### src/rtl/legv8_ctrl_pkg.sv
// Shared definitions for the LEGv8 multi-cycle control sequencer:
// opcode patterns, ALU function and PC-select codes, the control word
// field layout, FSM states and a one-hot-free opcode classifier.
package legv8_ctrl_pkg;

  // 11-bit opcodes (IR[31:21])
  localparam logic [10:0] OPC_ADD  = 11'b10001011000;
  localparam logic [10:0] OPC_SUB  = 11'b11001011000;
  localparam logic [10:0] OPC_AND  = 11'b10001010000;
  localparam logic [10:0] OPC_ORR  = 11'b10101010000;
  localparam logic [10:0] OPC_EOR  = 11'b11001010000;
  localparam logic [10:0] OPC_ADDS = 11'b10101011000;
  localparam logic [10:0] OPC_SUBS = 11'b11101011000;
  localparam logic [10:0] OPC_LSL  = 11'b11010011011;
  localparam logic [10:0] OPC_LSR  = 11'b11010011010;
  localparam logic [10:0] OPC_STUR = 11'b11111000000;
  localparam logic [10:0] OPC_LDUR = 11'b11111000010;
  localparam logic [10:0] OPC_BR   = 11'b11010110000;
  // 10-bit opcodes (IR[31:22])
  localparam logic [9:0]  OPC_ADDI = 10'b1001000100;
  localparam logic [9:0]  OPC_SUBI = 10'b1101000100;
  // 8-bit opcodes (IR[31:24])
  localparam logic [7:0]  OPC_CBZ  = 8'b10110100;
  localparam logic [7:0]  OPC_CBNZ = 8'b10110101;
  // 6-bit opcode (IR[31:26])
  localparam logic [5:0]  OPC_B    = 6'b000101;

  // ALU function select
  localparam logic [4:0] FS_AND   = 5'b00000;
  localparam logic [4:0] FS_OR    = 5'b00100;
  localparam logic [4:0] FS_ADD   = 5'b01000;
  localparam logic [4:0] FS_SUB   = 5'b01001;
  localparam logic [4:0] FS_XOR   = 5'b01100;
  localparam logic [4:0] FS_LSR   = 5'b10000;
  localparam logic [4:0] FS_LSL   = 5'b10100;
  localparam logic [4:0] FS_PASSB = 5'b11000;

  // Program counter update select
  localparam logic [1:0] PS_HOLD = 2'b00;
  localparam logic [1:0] PS_INC  = 2'b01;
  localparam logic [1:0] PS_ABS  = 2'b10;
  localparam logic [1:0] PS_REL  = 2'b11;

  // Control word, MSB first: PS[30:29] DA[28:24] SA[23:19] SB[18:14]
  // FS[13:9] regW[8] ramW[7] EN_MEM[6] EN_ALU[5] EN_B[4] EN_PC[3]
  // selB[2] PCsel[1] SL[0]
  typedef struct packed {
    logic [1:0] ps;
    logic [4:0] da;
    logic [4:0] sa;
    logic [4:0] sb;
    logic [4:0] fs;
    logic       regw;
    logic       ramw;
    logic       en_mem;
    logic       en_alu;
    logic       en_b;
    logic       en_pc;
    logic       selb;
    logic       pcsel;
    logic       sl;
  } cw_t;

  typedef enum logic [2:0] {
    S_FETCH     = 3'd0,
    S_DECODE    = 3'd1,
    S_EXECUTE   = 3'd2,
    S_WRITEBACK = 3'd3,
    S_HALT      = 3'd4
  } state_e;

  typedef enum logic [4:0] {
    OP_ADD, OP_SUB, OP_AND, OP_ORR, OP_EOR, OP_ADDS, OP_SUBS,
    OP_LSL, OP_LSR, OP_ADDI, OP_SUBI, OP_STUR, OP_LDUR,
    OP_B, OP_BR, OP_CBZ, OP_CBNZ, OP_ILLEGAL
  } op_e;

  // Longest opcode field wins; the shorter formats never alias an 11-bit one.
  function automatic op_e decode_op(input logic [31:0] ir);
    op_e op;
    op = OP_ILLEGAL;
    case (ir[31:21])
      OPC_ADD:  op = OP_ADD;
      OPC_SUB:  op = OP_SUB;
      OPC_AND:  op = OP_AND;
      OPC_ORR:  op = OP_ORR;
      OPC_EOR:  op = OP_EOR;
      OPC_ADDS: op = OP_ADDS;
      OPC_SUBS: op = OP_SUBS;
      OPC_LSL:  op = OP_LSL;
      OPC_LSR:  op = OP_LSR;
      OPC_STUR: op = OP_STUR;
      OPC_LDUR: op = OP_LDUR;
      OPC_BR:   op = OP_BR;
      default: begin
        if (ir[31:22] == OPC_ADDI)      op = OP_ADDI;
        else if (ir[31:22] == OPC_SUBI) op = OP_SUBI;
        else if (ir[31:24] == OPC_CBZ)  op = OP_CBZ;
        else if (ir[31:24] == OPC_CBNZ) op = OP_CBNZ;
        else if (ir[31:26] == OPC_B)    op = OP_B;
        else                            op = OP_ILLEGAL;
      end
    endcase
    return op;
  endfunction

  // ALU operation for the arithmetic/logic/shift group.
  function automatic logic [4:0] alu_fs(input op_e op);
    logic [4:0] fs;
    fs = FS_ADD;
    case (op)
      OP_AND:                  fs = FS_AND;
      OP_ORR:                  fs = FS_OR;
      OP_EOR:                  fs = FS_XOR;
      OP_SUB, OP_SUBS, OP_SUBI: fs = FS_SUB;
      OP_LSL:                  fs = FS_LSL;
      OP_LSR:                  fs = FS_LSR;
      default:                 fs = FS_ADD;
    endcase
    return fs;
  endfunction

endpackage

### src/rtl/legv8_imm_gen.sv
// Immediate generator: picks the constant field out of the instruction
// register by format and extends it to the datapath width.
module legv8_imm_gen
  import legv8_ctrl_pkg::*;
#(
  parameter int INSTR_W = 32,
  parameter int K_W     = 64
) (
  input  logic [INSTR_W-1:0] i_ir,
  output logic [K_W-1:0]     o_k
);

  op_e w_op;

  assign w_op = decode_op(i_ir);

  // Shift amounts and imm12 are unsigned; memory and branch offsets are signed.
  always_comb begin
    o_k = '0;
    case (w_op)
      OP_LSL, OP_LSR:   o_k = {{(K_W-6){1'b0}}, i_ir[15:10]};
      OP_ADDI, OP_SUBI: o_k = {{(K_W-12){1'b0}}, i_ir[21:10]};
      OP_STUR, OP_LDUR: o_k = {{(K_W-9){i_ir[20]}}, i_ir[20:12]};
      OP_B:             o_k = {{(K_W-26){i_ir[25]}}, i_ir[25:0]};
      OP_CBZ, OP_CBNZ:  o_k = {{(K_W-19){i_ir[23]}}, i_ir[23:5]};
      default:          o_k = '0;
    endcase
  end

endmodule

### src/rtl/legv8_control_sequencer.sv
// Multi-cycle LEGv8 control unit: fetches an instruction into IR, decodes
// it, and drives the datapath control word and constant K through
// FETCH / DECODE / EXECUTE / WRITEBACK. Unknown opcodes halt the sequencer
// with a sticky illegal flag until reset.
module legv8_control_sequencer
  import legv8_ctrl_pkg::*;
#(
  parameter int INSTR_W = 32,
  parameter int K_W     = 64,
  parameter int CW_W    = 31
) (
  input  logic               clock,
  input  logic               reset,
  input  logic               instr_valid,
  input  logic [INSTR_W-1:0] instr,
  output logic               fetch_req,
  input  logic [4:0]         status,
  output logic [CW_W-1:0]    controlWord,
  output logic [K_W-1:0]     K,
  output logic               illegal,
  output logic [1:0]         state_dbg
);

  state_e             r_state;
  state_e             w_next;
  logic [INSTR_W-1:0] r_ir;
  logic               r_illegal;

  op_e                w_op;
  cw_t                w_cw;
  logic               w_fetch;
  logic               w_k_en;
  logic               w_taken;
  logic [K_W-1:0]     w_imm;
  logic [4:0]         w_rd;
  logic [4:0]         w_rn;
  logic [4:0]         w_rm;
  logic               w_status_unused;

  assign w_op  = decode_op(r_ir);
  assign w_rd  = r_ir[4:0];
  assign w_rn  = r_ir[9:5];
  assign w_rm  = r_ir[20:16];

  // Only the live zero flag steers CBZ/CBNZ; the other flags are not needed here.
  assign w_status_unused = ^status[4:1];
  assign w_taken = (w_op == OP_CBZ) ? status[0] : ~status[0];

  legv8_imm_gen #(
    .INSTR_W (INSTR_W),
    .K_W     (K_W)
  ) u_imm_gen (
    .i_ir (r_ir),
    .o_k  (w_imm)
  );

  // State, instruction register and sticky illegal flag.
  always_ff @(posedge clock) begin
    if (!reset) begin
      r_state   <= S_FETCH;
      r_ir      <= '0;
      r_illegal <= 1'b0;
    end else begin
      r_state <= w_next;
      if (r_state == S_FETCH && instr_valid) begin
        r_ir <= instr;
      end
      if (r_state == S_DECODE && w_op == OP_ILLEGAL) begin
        r_illegal <= 1'b1;
      end
    end
  end

  // Next-state and per-state control word; every field defaults to zero.
  always_comb begin
    w_next  = r_state;
    w_cw    = '0;
    w_fetch = 1'b0;
    w_k_en  = 1'b0;
    case (r_state)
      S_FETCH: begin
        w_fetch = 1'b1;
        if (instr_valid) begin
          w_next = S_DECODE;
        end
      end
      S_DECODE: begin
        w_next = (w_op == OP_ILLEGAL) ? S_HALT : S_EXECUTE;
      end
      S_EXECUTE: begin
        w_k_en = 1'b1;
        w_next = (w_op == OP_LDUR) ? S_WRITEBACK : S_FETCH;
        case (w_op)
          OP_ADD, OP_SUB, OP_AND, OP_ORR, OP_EOR, OP_ADDS, OP_SUBS,
          OP_LSL, OP_LSR, OP_ADDI, OP_SUBI: begin
            w_cw.ps     = PS_INC;
            w_cw.da     = w_rd;
            w_cw.sa     = w_rn;
            w_cw.sb     = (w_op == OP_ADDI || w_op == OP_SUBI) ? 5'd0 : w_rm;
            w_cw.fs     = alu_fs(w_op);
            w_cw.selb   = (w_op == OP_LSL || w_op == OP_LSR ||
                           w_op == OP_ADDI || w_op == OP_SUBI);
            w_cw.sl     = (w_op == OP_ADDS || w_op == OP_SUBS);
            w_cw.en_alu = 1'b1;
            w_cw.regw   = 1'b1;
          end
          OP_STUR: begin
            // Address = Rn + imm9 through the ALU; store data comes from Rt on B.
            w_cw.ps   = PS_INC;
            w_cw.sa   = w_rn;
            w_cw.sb   = w_rd;
            w_cw.fs   = FS_ADD;
            w_cw.selb = 1'b1;
            w_cw.ramw = 1'b1;
          end
          OP_LDUR: begin
            // Address phase only; PC holds until the load is written back.
            w_cw.ps   = PS_HOLD;
            w_cw.sa   = w_rn;
            w_cw.fs   = FS_ADD;
            w_cw.selb = 1'b1;
          end
          OP_B: begin
            w_cw.ps    = PS_REL;
            w_cw.pcsel = 1'b1;
          end
          OP_BR: begin
            w_cw.ps = PS_ABS;
            w_cw.sa = w_rn;
          end
          OP_CBZ, OP_CBNZ: begin
            w_cw.ps    = w_taken ? PS_REL : PS_INC;
            w_cw.sb    = w_rd;
            w_cw.fs    = FS_PASSB;
            w_cw.pcsel = 1'b1;
          end
          default: w_cw = '0;
        endcase
      end
      S_WRITEBACK: begin
        // Same address controls as the LDUR execute cycle, now committing the load.
        w_k_en      = 1'b1;
        w_next      = S_FETCH;
        w_cw.ps     = PS_INC;
        w_cw.da     = w_rd;
        w_cw.sa     = w_rn;
        w_cw.fs     = FS_ADD;
        w_cw.selb   = 1'b1;
        w_cw.en_mem = 1'b1;
        w_cw.regw   = 1'b1;
      end
      S_HALT: begin
        w_next = S_HALT;
      end
      default: begin
        w_next = S_FETCH;
      end
    endcase
  end

  // While reset is low nothing may be written and the PC must hold.
  assign controlWord = reset ? w_cw : '0;
  assign K           = (reset && w_k_en) ? w_imm : '0;
  assign fetch_req   = reset & w_fetch;
  assign illegal     = r_illegal;
  assign state_dbg   = (r_state == S_HALT) ? 2'd3 : r_state[1:0];

endmodule
### config.mk
export PLATFORM = sky130hd
export DESIGN_NAME = legv8_control_sequencer
export DESIGN_NICKNAME = d
export VERILOG_FILES = /design/src/rtl/legv8_ctrl_pkg.sv /design/src/rtl/legv8_imm_gen.sv /design/src/rtl/legv8_control_sequencer.sv
export SDC_FILE = /design/constraint.sdc
export NUM_CORES = 1
export LEC_CHECK = 0
export BUFFER_PORTS_ARGS = -buffer_cell sky130_fd_sc_hd__buf_2
export CAP_MARGIN = 0
export CORE_ASPECT_RATIO = 0.5
export CORE_MARGIN = 2
export CORE_UTILIZATION = 54
export CTS_CLUSTER_DIAMETER = 80
export CTS_CLUSTER_SIZE = 20
export DETAILED_ROUTE_END_ITERATION = 10
export HOLD_SLACK_MARGIN = 0.12
export PLACE_DENSITY = 0.87
export SYNTH_ARGS = -nofsm -noshare
export SYNTH_HDL_FRONTEND = slang
export SYNTH_SLANG_ARGS = --single-unit
### constraint.sdc
create_clock -name clock -period 13.25 [get_ports clock]
set_clock_uncertainty 0.1 [all_clocks]
set_input_delay 1.325 -clock clock [delete_from_list [all_inputs] [get_ports clock]]
set_output_delay 1.325 -clock clock [all_outputs]
set_load 0.01 [all_outputs]
==> out/metrics.yaml <==
status: "finished, final reports clean"
use_met2: 0.447
hp-class: "flop to flop"
yosys_warnings: 0
relSlewSlack: 0.147
cts.clk_slew.worst_paths_ns: 0.06
area_delta_synth_final_pct: 12.3
clock_latency_ns: 0.28
gr-usage-met3: 0.0481
synth_edf_count: 0
placedCellCount: 620
synthCells: 475
cts_tree: "done"
cts_resized: 0
grt_most_used_layer: "met2"
async_reset_ff_frac: 0
final_nets: 583
critPathKind: "flop to output port"
postRouteAntennaNets: 0
pin_count: 139
drt-initial-drc-count: 596
post_cts_buffers: 0
antenna_found_initial: 0
timing.final.crit_share: 0.487
max-vdd-ir-drop_uv: 58.5
post-route-drc-count: 0
syn-cell-area_um2: 3560
drt_wl_total_um: 9870
leakage_nw: 1.73
worstPathArrival_ns: 5.02
rrSetupSlack_ns: 9.69
yosys.area.top_type_share: 0.202
diodes: 0
grt_pass1_vias: 3192
die_y_um: 61.4
placed_cell_area_um2: 3850
grt_setup_unrepaired: "false"
cts_buffer_depth: 2
viasPerCell: 6.17
h-tree-depth: 2
initial_core_util: 0.571
ys_top_cells_by_count: "nand2_1 (104), buf_4 (44), a21boi_0 (37)"
grt_pass1_wl_um: 15600
grt_usage: 0.267
fin_cells: 628
place.gp.congestion: 0.974
wire_per_inst_um: 15.7
cts_root_buffer: "clkbuf_16"
row_count: 20
fmax_ghz: 0.155
fin_setup_tns_ns: 0
cp_cell_sequence: "nand3b_1, o32ai_1, a31o_2, nor3_2, o21a_1, ha_1, nand3_2, a221oi_4, a32oi_1, a211oi_2, buf_4, buf_2"
vias: 3873
port_buffers: 131
crit_fanout: 39
cp.required_ns: 11.82
synth_seq_area_share: 0.202
worstSetupEndpointType: "output port"
grt_max_degree: 40
clock-sinks: 36
period_needed_ns: 6.45
cts_hold_buf: 0
hold_viol: 0
drive_above_1_share: 0.333
n_fill_cell: 540
synth_flop_cell: "dfxtp_1"
ys_seq_elements: 36
synth.distinct_cells: 70
synthTopCellsByArea: "dfxtp_1 (20%), nand2_1 (11%), buf_4 (9.3%), a21boi_0 (7.8%), a211oi_2 (4.2%)"
grtUsageMet1: 0.362
die_area_um2: 7300
yosysMostFrequentCell: "nand2_1"
overflow: 0
crit_path_start_kind: "flop"
cp_slowest_cell: "a221oi_4"
final_cell_area_um2: 4000
slew_violations: 0
numCtsBuffers: 5
firstDrtPassIters: 5
critPathMaxStageDelay_ns: 0.71
syn_avg_cell_area_um2: 7.50
dp_hpwl_um: 7140
coreArea_um2: 6230
setup_viol: 0
worstMarginPinSlew_ns: 1.28
drv_cap: 0
die_x_um: 119
synth_top_area_cell: "dfxtp_1"
powerDensity_nw_per_um2: 70.8
[kinds of logic after synthesis]
group / synth area share
fa+ha+maj: 0.0141
buf+inv: 0.151
xor+xnor: 0.00246
other cells: 0.00105
compound gates: 0.349
flops: 0.202
simple gates: 0.280
[cells in the final DEF (no fill, tap or decap), types with 7 or more instances in the layout]
cell	n
a211oi_1	13
a211oi_2	13
a21boi_0	37
a21oi_1	13
a32o_1	7
a32oi_1	10
buf_2	131
dfxtp_1	36
nand2_1	104
nand3_1	16
nor2_1	17
nor3_1	8
[registers in the layout (all words and copies together), names as in the netlist]
register  count
illegal       1
r_state       3
r_ir         32
[metrics by stage]
| step | hold slack (ns) | setup slack, ns | util | power (W) |
|---|---|---|---|---|
| after floorplan | 0.366 | 6.07 | - | 0.000155 |
| after global placement | 0.343 | 7.31 | 0.618 | 0.000167 |
| after detailed placement | 0.349 | 7.24 | 0.618 | 0.000169 |
| after CTS | 0.363 | 6.89 | 0.642 | 0.000282 |
| after global routing | 0.415 | 6.39 | 0.642 | 0.000294 |
| final | 0.365 | 6.80 | 0.642 | 0.000283 |
[final cells by class]
| type | count | area [µm²] | area share |
|---|---|---|---|
| well taps | 88 | 110 | 0.0275 |
| clock inverters | 3 | 21.3 | 0.00532 |
| multi-input cells | 356 | 2320 | 0.580 |
| clock buffers | 5 | 125 | 0.0313 |
| flip-flops and latches | 36 | 721 | 0.180 |
| repair buffers | 134 | 678 | 0.170 |
| inverters | 6 | 22.5 | 0.00563 |
[final timing paths]
kind              startpoint         end  cells after the start
hold reg to reg      illegal     illegal                      1
setup / recovery    r_ir[25]       K[27]                     12
setup reg to reg    r_ir[25]  r_state[2]                      9
hold / removal       illegal     illegal                      1
[power by group]
part	total (W)	internal [W]	leakage [nW]	switching [W]
Sequential	0.000131	0.000116	0.296	0.0000153
Combinational	0.0000365	0.0000162	1.37	0.0000203
Clock	0.000115	0.0000699	0.0702	0.0000456
[worst max-delay path, delay by kind of cell, from the launching register on]
| family | cells | cell delay [ns] |
|---|---|---|
| compound gates | 6 | 2.02 |
| fa+ha+maj | 1 | 0.58 |
| flops | 1 | 0.56 |
| buf+inv | 2 | 0.47 |
| simple gates | 3 | 1.10 |
[metal layers]
| metal | vias up | wire length (µm) |
|---|---|---|
| met5 | - | 0 |
| met4 | 0 | 215 |
| met3 | 31 | 921 |
| met2 | 238 | 4540 |
| met1 | 1769 | 4190 |
| li1 | 1835 | - |
No activity file was read; power rests on OpenSTA's default activity.
